### src/rtl/wback_stage_pipe.sv
// MEM->WB pipeline register and writeback unit: holds the memory-stage bundle,
// aligns/extends load data, selects the rd source and issues single-shot strobes.
module wback_stage_pipe #(
  parameter int XLEN       = 32,
  parameter int REG_ADDR_W = 5,
  parameter int CSR_ADDR_W = 12,
  parameter int CNT_W      = 64,
  parameter int OFF_W      = $clog2(XLEN/8)
) (
  input  logic                  clk,
  input  logic                  rst,
  input  logic                  validM,
  input  logic                  stallW,
  input  logic                  flushW,
  input  logic [1:0]            regSrcM,
  input  logic [2:0]            loadFnM,
  input  logic [OFF_W-1:0]      byteOffM,
  input  logic                  regWriteM,
  input  logic                  csrWriteM,
  input  logic [REG_ADDR_W-1:0] rdAddrM,
  input  logic [CSR_ADDR_W-1:0] csrAddrM,
  input  logic [XLEN-1:0]       aluResultM,
  input  logic [XLEN-1:0]       readDataM,
  input  logic [XLEN-1:0]       pcPlus4M,
  input  logic [XLEN-1:0]       csrResultM,
  input  logic [XLEN-1:0]       csrOldM,
  input  logic                  cntWrite,
  input  logic [CNT_W-1:0]      cntWdata,
  output logic                  validW,
  output logic                  regWrite,
  output logic                  csrWrite,
  output logic [REG_ADDR_W-1:0] rdAddr,
  output logic [CSR_ADDR_W-1:0] csrAddr,
  output logic [XLEN-1:0]       regResult,
  output logic [XLEN-1:0]       csrResult,
  output logic                  retire,
  output logic [CNT_W-1:0]      instret
);

  logic                  valid_reg;
  logic                  done_reg;
  logic [1:0]            regsrc_reg;
  logic [2:0]            loadfn_reg;
  logic [OFF_W-1:0]      byteoff_reg;
  logic                  regwrite_reg;
  logic                  csrwrite_reg;
  logic [REG_ADDR_W-1:0] rdaddr_reg;
  logic [CSR_ADDR_W-1:0] csraddr_reg;
  logic [XLEN-1:0]       alu_reg;
  logic [XLEN-1:0]       rdata_reg;
  logic [XLEN-1:0]       pc4_reg;
  logic [XLEN-1:0]       csrres_reg;
  logic [XLEN-1:0]       csrold_reg;
  logic [CNT_W-1:0]      instret_reg;
  logic [CNT_W-1:0]      instret_next;

  // Flush leaves the payload untouched; only valid/done matter once killed.
  always_ff @(posedge clk) begin
    if (rst) begin
      valid_reg    <= 1'b0;
      done_reg     <= 1'b0;
      regsrc_reg   <= '0;
      loadfn_reg   <= '0;
      byteoff_reg  <= '0;
      regwrite_reg <= 1'b0;
      csrwrite_reg <= 1'b0;
      rdaddr_reg   <= '0;
      csraddr_reg  <= '0;
      alu_reg      <= '0;
      rdata_reg    <= '0;
      pc4_reg      <= '0;
      csrres_reg   <= '0;
      csrold_reg   <= '0;
    end else if (flushW) begin
      valid_reg <= 1'b0;
      done_reg  <= 1'b0;
    end else if (stallW) begin
      done_reg <= done_reg | valid_reg;
    end else begin
      valid_reg    <= validM;
      done_reg     <= 1'b0;
      regsrc_reg   <= regSrcM;
      loadfn_reg   <= loadFnM;
      byteoff_reg  <= byteOffM;
      regwrite_reg <= regWriteM;
      csrwrite_reg <= csrWriteM;
      rdaddr_reg   <= rdAddrM;
      csraddr_reg  <= csrAddrM;
      alu_reg      <= aluResultM;
      rdata_reg    <= readDataM;
      pc4_reg      <= pcPlus4M;
      csrres_reg   <= csrResultM;
      csrold_reg   <= csrOldM;
    end
  end

  assign validW   = valid_reg;
  assign retire   = valid_reg & ~done_reg;
  assign regWrite = valid_reg & regwrite_reg & (rdaddr_reg != '0) & ~done_reg;
  assign csrWrite = valid_reg & csrwrite_reg & ~done_reg;
  assign rdAddr   = rdaddr_reg;
  assign csrAddr  = csraddr_reg;
  assign csrResult = csrres_reg;

  logic [XLEN-1:0] sh;
  logic [XLEN-1:0] lw_val;
  logic [XLEN-1:0] ld_val;
  logic [XLEN-1:0] lwu_val;
  logic [XLEN-1:0] load_data;

  assign sh = rdata_reg >> {byteoff_reg, 3'b000};

  // Word-sized forms differ between RV32 and RV64.
  generate
    if (XLEN == 64) begin : g_rv64
      assign lw_val  = {{(XLEN-32){sh[31]}}, sh[31:0]};
      assign ld_val  = sh;
      assign lwu_val = {{(XLEN-32){1'b0}}, sh[31:0]};
    end else begin : g_rv32
      assign lw_val  = sh;
      assign ld_val  = '0;
      assign lwu_val = '0;
    end
  endgenerate

  always_comb begin
    load_data = '0;
    case (loadfn_reg)
      3'b000:  load_data = {{(XLEN-8){sh[7]}}, sh[7:0]};
      3'b001:  load_data = {{(XLEN-16){sh[15]}}, sh[15:0]};
      3'b010:  load_data = lw_val;
      3'b011:  load_data = ld_val;
      3'b100:  load_data = {{(XLEN-8){1'b0}}, sh[7:0]};
      3'b101:  load_data = {{(XLEN-16){1'b0}}, sh[15:0]};
      3'b110:  load_data = lwu_val;
      default: load_data = '0;
    endcase
  end

  always_comb begin
    regResult = alu_reg;
    case (regsrc_reg)
      2'b00:   regResult = alu_reg;
      2'b01:   regResult = load_data;
      2'b10:   regResult = pc4_reg;
      default: regResult = csrold_reg;
    endcase
  end

  // Software write wins; the retire of that cycle is deliberately dropped.
  always_comb begin
    instret_next = instret_reg;
    if (cntWrite)
      instret_next = cntWdata;
    else if (retire)
      instret_next = instret_reg + CNT_W'(1);
  end

  always_ff @(posedge clk) begin
    if (rst)
      instret_reg <= '0;
    else
      instret_reg <= instret_next;
  end

  assign instret = instret_reg;

endmodule
### config.mk
export PLATFORM = sky130hd
export DESIGN_NAME = wback_stage_pipe
export DESIGN_NICKNAME = d
export VERILOG_FILES = /design/src/rtl/wback_stage_pipe.sv
export SDC_FILE = /design/constraint.sdc
export NUM_CORES = 1
export LEC_CHECK = 0
export CORE_ASPECT_RATIO = 0.7
export CORE_MARGIN = 4
export CORE_UTILIZATION = 46
export DETAILED_ROUTE_END_ITERATION = 10
export PLACE_DENSITY_LB_ADDON = 0.25
export SLEW_MARGIN = 25
export SYNTH_ARGS = -nofsm -noshare
export SYNTH_HDL_FRONTEND = slang
export SYNTH_SLANG_ARGS = --single-unit
### constraint.sdc
create_clock -name clk -period 2.95 [get_ports clk]
set_input_delay 0.295 -clock clk [delete_from_list [all_inputs] [get_ports clk]]
set_output_delay 0.295 -clock clk [all_outputs]
set_load 0.01 [all_outputs]
==> summary.txt, run 1 <==
Logic synthesis
  • Synth Cell Area: 11,800 µm²
  • Synth Warn #: 0
  • Asr flop ratio synth: 0
  • Ranking of synthesized cells by area: dfxtp_1, nand2_1, a21oi_1
  • Most common cell in the netlist: nand2_1
  • Post-Syn Nets: about 1,800
  • Avg Inst Size Synth: roughly 7.7 µm²
  • Seq/Total Area, Yosys: 0.428
  • Netlist cell types: 51
  • Post-synthesis register bit count: between 200 and 300
  • Syn Inst Count: 1,523
  • Ys flop type: dfxtp_1
  • Commonest cells post-synth: nand2_1, dfxtp_1, a21oi_1, clkbuf_1, nor2_1
  • Yosys top cell area share: 0.428
  • Largest area contributor in the netlist: dfxtp_1
  • Number of enable-type register cells in the synthesized netlist: 0

Global route
  • Initial antenna violation count: 5
  • Busiest grt layer: met2
  • GRT overflow: 0
  • Largest net degree at the start of global routing: 112
  • Gr usage total: 0.300
  • Vias in the first global route: 11,900
  • GR Layer Usage met2: 0.460
  • Routing usage on met1: 0.415
  • First-pass GRT wire length: around 68,000 µm
  • M3 GR Usage: 0.0833

Final layout
  • Max FFs per register: 64
  • FILL cells: between 2,000 and 2,500
  • Area growth syn-to-layout: 46.3%
  • Non-Filler Instances: 2,226
  • NumNets Final: 2,136
  • Layout cells sized above 1: 0.0691

Power
  • Switch Pwr: 2.17 mW
  • PD cells: 486 nW/µm²
  • Peak VDD IR: 0.000377 V
  • Clock network power share: 0.385
  • Seq pwr share: 0.449
  • Leak pwr: slightly above 6 nW
  • Sw Share: 0.260
  • Comb pwr share: 0.166
  • Internal power: approximately 6.2 mW

Critical path
  • Worst-path fanout max: 3
  • CP Class: flop to output port
  • Reg2Reg Setup Slack: 0.40 ns
  • Crit path launch: byteoff_reg[0]
  • R2r startpoint: instret[16]
  • Number of cells on the worst reg-to-reg path: 5
  • Reg2reg end: instret[53]
  • CP startpoint kind: flop
  • Required @ worst endpoint: 2.65 ns
  • CP endpoint kind: output port
  • CP arrival: 2.60 ns
  • Worst setup endpoint: regResult[7]

Floorplanning
  • Row count: 48
  • Initial Utilization: 0.472
  • Die area: 28,300 µm²
  • Die X: around 200 µm
  • Num ports: 405
  • Core footprint: 24,900 µm²
  • Die Ht: 142 µm

Clocking
  • Clock Sinks: 252
  • CTS Hold Bufs: 0
  • Max Root-Sink Buffers: 3
  • Clock latency on the worst-skew pair: 0.52 ns
  • Total CTS buffers: 25
  • H-tree Lvls: 1
  • TritonCTS clock tree: done
  • Root Buffer: clkbuf_16
  • Reg clk slew, reported paths: 0.07 ns

Route
  • Initial DRC count: 939
  • Post-Route WL: 45,300 µm
  • Drt first pass iters: 6
  • DRC viols: 0
  • Vias: 12,700
  • Drt wl/cell: a little over 20 µm
  • DR vias/cell: about 5.7
  • Final ANT Viol Nets: 0

Hold path
  • Hold Path Class: primary input to flop

Status
  • Status: complete, no violations

Timing
  • Post-route minimum period: slightly below 3 ns
  • Slew margin rel.: 0.462
  • Max Clock Skew: 0.0149 ns
  • Peak Freq: ~350 MHz
  • Final setup vio count: 0
  • Final WS setup: roughly 0.056 ns
  • Worst slew pin tran: ~0.8 ns
  • Period utilization: 0.981
  • Max Slew Vio Count: 0
  • Final hold violations: 0

Place
  • Pre-CTS setup slack: 0.296 ns
  • Placed cell count: 2,167
  • Final HPWL DP: approximately 33,000 µm
  • PortBufs: 404
  • Routability cong.: 0.941

Flow run
  • Max cap viols: 0
cells in the final DEF, fill, tap and decap left out, drive strengths merged, types with 24 or more instances in the layout:
cell           instances
clkdlybuf4s50        383
nand4                 27
a22oi                 24
nand3                 30
dfxtp                252
xnor2                 37
nor2                  74
o21ai                 30
a211oi                39
clkbuf                40
a21oi                230
mux2i                 42
buf                   45
nand2                407
logic make-up (layout without fill, tap and decap cells):
group | Yosys count | after routing | synth area share
compound gates | 379 | 380 | 0.191
xor+xnor | 48 | 48 | 0.0357
fa+ha+maj | 1 | 1 | 0.00106
buf+inv | 136 | 509 | 0.0444
flops | 252 | 252 | 0.428
mux | 59 | 59 | 0.0529
other cells | 0 | 4 | 0
simple gates | 648 | 648 | 0.246
how the worst min path moves through the flow:
stage / cells after the start / from / end
2_1_floorplan: 1 / flushW / done_reg
4_1_cts: 3 / csrResultM[17] / csrResult[17]
6_report: 3 / pcPlus4M[12] / pc4_reg[12]
3_5_place_dp: 2 / rdata_reg[0] / rdata_reg[0]
3_3_place_gp: 2 / csrold_reg[17] / csrold_reg[17]
5_1_grt: 3 / readDataM[24] / rdata_reg[24]
power by group through the flow:
stage	Combinational [mW]	Clock, mW	Sequential (mW)
after detailed placement	1.36	0	3.82
after global routing	1.49	3.41	3.77
after global placement	1.34	0	3.81
final	1.39	3.22	3.75
after CTS	1.37	3.28	3.75
after floorplan	0.547	0	3.81
per-layer routing:
layer	wire length (µm)	share of wire
met3	4640	0.10
met1	19500	0.43
met2	19700	0.44
met4	1420	0.031
met5	13	0.00029
per-stage QoR:
step	cell area, µm²	TNS, ns	utilization	hold slack, ns	power (mW)
global placement	16200	0	0.650	0.438	5.15
CTS	17100	-0.0228	0.686	0.297	8.40
finish	17200	0	0.691	0.316	8.37
global route	17200	-0.0694	0.691	0.315	8.68
detailed placement	16200	0	0.650	0.444	5.18
floorplan	11800	0	-	0.372	4.36
area by class of cell:
type,count,area [µm²],share of cell area
diodes,4,10.0,0.000581
clock buffers,39,758,0.0440
clock inverters,6,60.1,0.00349
inverters,14,52.6,0.00305
multi-input cells,1136,6300,0.366
flip-flops and latches,252,5050,0.293
well taps,325,407,0.0236
repair buffers,450,4590,0.266
worst max-delay path, stage by stage, from the launching register on:
cell and delay (ns):
dfxtp_2 0.39, mux4_2 0.53, buf_4 0.17, a221oi_4 0.37
a21oi_1 0.10, clkdlybuf4s50_1 0.52
what timing repair did:
item | CTS | global route
buffers inserted | 2 | 6
gates resized for setup | 18 | 22
cloned | 2 | 0
pin swaps | 0 | 1
setup endpoints to repair | 26 | 30
(Power assumes the default switching activity.)
==> run 2, diff against run 1 <==
--- a/config.mk
+++ b/config.mk
@@ -7,7 +7,7 @@
 export LEC_CHECK = 0
 export CORE_ASPECT_RATIO = 0.7
 export CORE_MARGIN = 4
-export CORE_UTILIZATION = 46
+export CORE_UTILIZATION = 50
 export DETAILED_ROUTE_END_ITERATION = 10
 export PLACE_DENSITY_LB_ADDON = 0.25
 export SLEW_MARGIN = 25
==> constraint.sdc (replaced) <==
create_clock -name clk -period 3.7 [get_ports clk]
set_input_delay 0.37 -clock clk [delete_from_list [all_inputs] [get_ports clk]]
set_output_delay 0.37 -clock clk [all_outputs]
set_load 0.01 [all_outputs]
==> summary.txt, run 2 (synthesis gave the netlist of run 1 again) <==
Status
  • Status: complete, no violations (unchanged)

Floorplanning
  • Num ports: 405 (unchanged)
  • Die Ht: 136 µm (was 142 µm)
  • Die X: 191 µm (was 199 µm)
  • Die area: 26,100 µm² (was 28,300 µm²)
  • Core footprint: 22,900 µm² (was 24,900 µm²)
  • Initial Utilization: 0.514 (was 0.472)
  • Row count: 46 (was 48)

Final layout
  • Area growth syn-to-layout: 42.7% (was 46.3%)
  • Max FFs per register: 64 (unchanged)
  • FILL cells: 1,790 (was 2,081)
  • Layout cells sized above 1: 0.0487 (was 0.0691)
  • Most frequent cells in the layout: nand2_1, clkdlybuf4s50_1, dfxtp_1 (unchanged)
  • Commonest non-fill, non-tap cell in the layout: nand2_1 (unchanged)
  • NumNets Final: 2,108 (was 2,136)
  • Post-route cell area: 16,800 µm² (was 17,200 µm²)

Clocking
  • Clock latency on the worst-skew pair: 0.51 ns (was 0.52 ns)
  • Total CTS buffers: 25 (unchanged)
  • CTS Hold Bufs: 0 (unchanged)
  • H-tree Lvls: 1 (unchanged)
  • Root Buffer: clkbuf_16 (unchanged)
  • TritonCTS clock tree: done (unchanged)
  • Max Root-Sink Buffers: 3 (unchanged)
  • Clock Sinks: 252 (unchanged)
  • Reg clk slew, reported paths: 0.06 ns (was 0.07 ns)

Place
  • Pre-CTS setup slack: 0.666 ns (was 0.296 ns)
  • PortBufs: 404 (unchanged)
  • Final HPWL DP: 32,800 µm (was 33,300 µm)
  • Placement Cell Area: 16,000 µm² (was 16,200 µm²)
  • Routability cong.: 0.947 (was 0.941)

Power
  • Peak VDD IR: 0.000330 V (was 0.000377 V)
  • PD cells: 394 nW/µm² (was 486 nW/µm²)
  • Leak pwr: 5.77 nW (was 6.18 nW)

Global route
  • Vias in the first global route: 11,700 (was 11,900)
  • GRT overflow: 0 (unchanged)
  • Largest net degree at the start of global routing: 152 (was 112)
  • Busiest grt layer: met2 (unchanged)
  • Gr usage total: 0.324 (was 0.300)
  • First-pass GRT wire length: 67,000 µm (was 67,500 µm)
  • Initial antenna violation count: 8 (was 5)
  • M3 GR Usage: 0.119 (was 0.0833)
  • Routing usage on met1: 0.420 (was 0.415)
  • GR Layer Usage met2: 0.503 (was 0.460)

Timing
  • Final hold violations: 0 (unchanged)
  • Final setup vio count: 0 (unchanged)
  • Max Slew Vio Count: 0 (unchanged)
  • Peak Freq: 285 MHz
  • Setup TNS: 0 ns (unchanged)
  • Post-route minimum period: between 3 and 4 ns
  • Max Clock Skew: 0.00659 ns (was 0.0149 ns)
  • Slew margin rel.: 0.351 (was 0.462)
  • RSZ-0062 raised after global routing: no
  • Final WS setup: 0.190 ns (was 0.0560 ns)
  • Worst slew pin tran: 0.970 ns (was 0.806 ns)
  • Period utilization: 0.949

Flow run
  • Max cap viols: 0 (unchanged)

Route
  • Drt first pass iters: 6 (unchanged)
  • Initial DRC count: 1,251 (was 939)
  • Vias: 12,600 (was 12,700)
  • DR vias/cell: 5.76 (was 5.71)
  • Drt wl/cell: 20.5 µm (was 20.3 µm)
  • Final ANT Viol Nets: 0 (unchanged)
  • Post-Route WL: 44,800 µm (was 45,300 µm)
  • DRC viols: 0 (unchanged)

Critical path
  • Crit-path slowest cell: mux4_2 (unchanged)
  • CP startpoint kind: flop (unchanged)
  • Critical Path Max Stage Delay: 0.63 ns (was 0.53 ns)
  • CP endpoint kind: output port (unchanged)
  • Worst path cell trace: mux4_2 -> nand3b_1 -> o21ai_0 -> a221oi_1 -> a21oi_1 -> clkdlybuf4s50_1 (was mux4_2 -> buf_4 -> a221oi_4 -> a21oi_1 -> clkdlybuf4s50_1)
  • CP top delay family: compound AO/OA/AOI/OAI gates (was buffers and inverters)
  • Required @ worst endpoint: 3.33 ns (was 2.65 ns)
  • CP arrival: 3.14 ns (was 2.60 ns)
  • Buf+Inv Stages, Crit Path: 1 (was 2)
  • CP Class: flop to output port (unchanged)
  • Worst-path fanout max: 9 (was 3)

Hold path
  • Hold Path Class: primary input to flop (unchanged)
run 2: cell types whose count changed in the layout (fill, tap and decap cells not counted), sizes merged, moves of 3 or more:
cell	previous run	this run
dlymetal6s2s	12	0
clkdlybuf4s50	383	403
diode	4	7
clkbuf	40	36
dlygate4sd2	7	0
buf	45	20
run 2: power breakdown:
group	leakage (nW)	total (mW)	internal [mW]	switching (mW)
Sequential	2.07	3.00	2.85	0.146
Combinational	3.29	1.07	0.584	0.483
Clock	0.403	2.55	1.48	1.07
run 2: layout make-up:
| cell class | count | area (µm²) | area share |
|---|---|---|---|
| Sequential cell | 252 | 5050 | 0.300 |
| Antenna cell | 7 | 17.5 | 0.00104 |
| Timing Repair Buffer | 423 | 4250 | 0.253 |
| Inverter | 14 | 56.3 | 0.00335 |
| Tap cell | 312 | 390 | 0.0232 |
| Multi-Input combinational cell | 1135 | 6230 | 0.371 |
| Clock inverter | 8 | 93.8 | 0.00559 |
| Clock buffer | 36 | 717 | 0.0427 |
run 2: metal layers:
layer,part of all wire,vias to the layer above,wire length [µm]
met5,0.00047,-,21
met4,0.030,4,1350
met3,0.11,97,5130
met2,0.45,613,20100
met1,0.41,5897,18200
li1,-,5991,-
run 2: timing repair:
action,CTS,global route
setup buffers,0,0
hold endpoints to repair,0,0
resized for setup,0,1
setup endpoints to repair,0,5
run 2: final timing paths:
check / startpoint / end / slack, ns / cells past startpoint
setup reg to reg: validW / instret[53] / 0.87 / 6
hold reg to reg: csrwrite_reg / csrwrite_reg / 0.45 / 2
hold / removal: rst / instret[3] / 0.36 / 2
setup / recovery: byteoff_reg[0] / regResult[8] / 0.19 / 6
run 2: per-stage QoR:
stage               hold WS, ns  utilization  cells  total power, mW
global route              0.385        0.733   2186             6.86
global placement          0.439        0.697   2136             4.09
finish                    0.358        0.733   2187             6.62
floorplan                 0.432            -   1523             3.48
detailed placement        0.444        0.697   2136             4.11
CTS                       0.383        0.732   2180             6.64
==> run 3, diff against run 2 <==
--- a/config.mk
+++ b/config.mk
@@ -7,7 +7,7 @@
 export LEC_CHECK = 0
 export CORE_ASPECT_RATIO = 0.7
 export CORE_MARGIN = 4
-export CORE_UTILIZATION = 50
+export CORE_UTILIZATION = 46
 export DETAILED_ROUTE_END_ITERATION = 10
 export PLACE_DENSITY_LB_ADDON = 0.25
 export SLEW_MARGIN = 25
==> constraint.sdc (replaced) <==
create_clock -name clk -period 3.4 [get_ports clk]
set_input_delay 0.34 -clock clk [delete_from_list [all_inputs] [get_ports clk]]
set_output_delay 0.34 -clock clk [all_outputs]
set_load 0.01 [all_outputs]
==> summary.txt, run 3 (synthesis gave the netlist of run 1 again) <==
Status
  • Status: complete, no violations (unchanged)

Floorplanning
  • Num ports: 405 (unchanged)
  • Die Ht: 142 µm (was 136 µm)
  • Initial Utilization: 0.472 (was 0.514)
  • Core footprint: 24,900 µm² (was 22,900 µm²)
  • Die X: 199 µm (was 191 µm)
  • Die area: 28,300 µm² (was 26,100 µm²)
  • Row count: 48 (was 46)

Route
  • DRC viols: 0 (unchanged)
  • Final ANT Viol Nets: 0 (unchanged)
  • DR vias/cell: 5.65 (was 5.76)
  • Vias: 12,500 (was 12,600)
  • Drt first pass iters: 7 (was 6)
  • Initial DRC count: 1,015 (was 1,251)
  • Drt wl/cell: 20.1 µm (was 20.5 µm)
  • Post-Route WL: 44,500 µm (was 44,800 µm)

Place
  • Routability cong.: 0.997 (was 0.947)
  • Placed cell count: 2,154 (was 2,136)
  • PortBufs: 404 (unchanged)
  • Final HPWL DP: 32,500 µm (was 32,800 µm)
  • Pre-CTS setup slack: 0.516 ns (was 0.666 ns)
  • Placement Cell Area: 16,000 µm² (about the same)

Critical path
  • Worst-path fanout max: 23 (was 9)
  • CP endpoint kind: output port (unchanged)
  • CP Class: flop to output port (unchanged)
  • Reg2Reg Setup Slack: 0.29 ns (was 0.87 ns)
  • Critical Path Max Stage Delay: 0.63 ns (about the same)
  • Worst path cell trace: buf_4 -> nor2b_2 -> a2bb2oi_1 -> o21ai_0 -> a221oi_1 -> a21oi_1 -> clkdlybuf4s50_1 (was mux4_2 -> nand3b_1 -> o21ai_0 -> a221oi_1 -> a21oi_1 -> clkdlybuf4s50_1)
  • Required @ worst endpoint: 3.06 ns (was 3.33 ns)
  • CP startpoint kind: flop (unchanged)
  • R2r startpoint: validW (unchanged)
  • CP arrival: 2.89 ns (was 3.14 ns)
  • Number of cells on the worst reg-to-reg path: 6 (unchanged)
  • Reg2reg end: instret[51] (was instret[53])
  • Crit-path slowest cell: clkdlybuf4s50_1 (was mux4_2)

Power
  • Leak pwr: 5.80 nW (was 5.77 nW)
  • PD cells: 426 nW/µm² (was 394 nW/µm²)
  • Peak VDD IR: 0.000383 V (was 0.000330 V)

Hold path
  • Hold Path End: instret[2] (was instret[3])
  • Hold path startpoint: rst (unchanged)
  • Hold Crit Depth: 2 (unchanged)
  • Hold Path Class: primary input to flop (unchanged)

Final layout
  • Commonest non-fill, non-tap cell in the layout: nand2_1 (unchanged)
  • NumNets Final: 2,116 (was 2,108)
  • Most frequent cells in the layout: nand2_1, clkdlybuf4s50_1, dfxtp_1 (unchanged)
  • FILL cells: 2,091 (was 1,790)
  • Layout cells sized above 1: 0.0538 (was 0.0487)
  • Area growth syn-to-layout: 43.4% (was 42.7%)
  • Post-route cell area: 16,900 µm² (was 16,800 µm²)
  • Max FFs per register: 64 (unchanged)
  • Non-Filler Instances: 2,207 (was 2,187)

Timing
  • Worst hold slack: 0.158 ns (was 0.358 ns)
  • Slew margin rel.: 0.246 (was 0.351)
  • Peak Freq: 309 MHz
  • Max Slew Vio Count: 0 (unchanged)
  • Final setup vio count: 0 (unchanged)
  • Max Clock Skew: 0.00895 ns (was 0.00659 ns)
  • Final WS setup: 0.167 ns (was 0.190 ns)
  • Setup TNS: 0 ns (unchanged)
  • Worst slew pin tran: 1.12 ns (was 0.970 ns)
  • Final hold violations: 0 (unchanged)
  • Post-route minimum period: about 3.2 ns
  • Period utilization: 0.951

Clocking
  • CTS Hold Bufs: 0 (unchanged)
  • Total CTS buffers: 26 (was 25)
  • Clock Sinks: 252 (unchanged)
  • Max Root-Sink Buffers: 3 (unchanged)
  • Root Buffer: clkbuf_16 (unchanged)
  • H-tree Lvls: 1 (unchanged)
  • TritonCTS clock tree: done (unchanged)
  • Reg clk slew, reported paths: 0.06 ns (about the same)
  • Clock latency on the worst-skew pair: 0.54 ns (was 0.51 ns)

Global route
  • Gr usage total: 0.298 (was 0.324)
  • Vias in the first global route: 11,700 (about the same)
  • GRT overflow: 0 (unchanged)
  • First-pass GRT wire length: 67,000 µm (about the same)
  • Initial antenna violation count: 7 (was 8)
  • Largest net degree at the start of global routing: 162 (was 152)

Flow run
  • Max cap viols: 0 (unchanged)
-- run 3: how the worst max path moves through the flow --
| stage | startpoint | to | slack [ns] | depth (start not counted) |
|---|---|---|---|---|
| after floorplan | regsrc_reg[0] | regResult[0] | 1.11 | 6 |
| after global placement | byteoff_reg[0] | regResult[14] | 0.65 | 6 |
| after detailed placement | validW | instret[51] | 0.52 | 6 |
| after CTS | byteoff_reg[1] | regResult[12] | 0.07 | 7 |
| after global routing | byteoff_reg[1] | regResult[14] | -0.02 | 7 |
| final | byteoff_reg[1] | regResult[12] | 0.17 | 7 |
-- run 3: where the power goes --
| group | switching [mW] | leakage (nW) | internal [mW] | total (mW) |
|---|---|---|---|---|
| sequential | 0.154 | 2.07 | 3.11 | 3.26 |
| combinational | 0.528 | 3.34 | 0.644 | 1.17 |
| clock | 1.22 | 0.393 | 1.54 | 2.76 |
-- run 3: metrics by stage --
stage          utilization  power (mW)
2_1_floorplan            -        3.78
4_1_cts              0.675        7.22
3_5_place_dp         0.643        4.48
6_report             0.677        7.19
5_1_grt              0.677        7.46
3_3_place_gp         0.643        4.46
-- run 3: timing repair --
action,4_1_cts,5_1_grt
setup endpoints to repair,1,15
resized for setup,1,4
setup buffers,0,1
-- run 3: cell type report --
cell class	count	area, µm²	share of cell area
multi-input combinational	1135	6230	0.369
clock inverter	8	48.8	0.00289
clock buffer	37	753	0.0446
antenna	6	15.0	0.000889
timing repair buffer	430	4330	0.256
inverter	14	52.6	0.00311
sequential	252	5050	0.299
tap	325	407	0.0241
-- run 3: metal layers --
| metal | share of wire | vias to the layer above | track usage | wire length (µm) |
|---|---|---|---|---|
| met3 | 0.096 | 77 | 0.0930 | 4250 |
| met4 | 0.030 | 4 | 0.0896 | 1330 |
| met2 | 0.43 | 524 | 0.446 | 19100 |
| met1 | 0.44 | 5848 | 0.413 | 19800 |
| li1 | - | 6009 | - | - |
| met5 | 0.00074 | - | 0 | 33 |
-- run 3: worst max-delay path: cells and delay by family (launching register included) --
family / cells / cell delay, ns
and+or+nand+nor: 1 / 0.37
buffers and inverters: 2 / 0.95
DFF: 1 / 0.49
AOI/OAI and AO/OA: 4 / 0.57
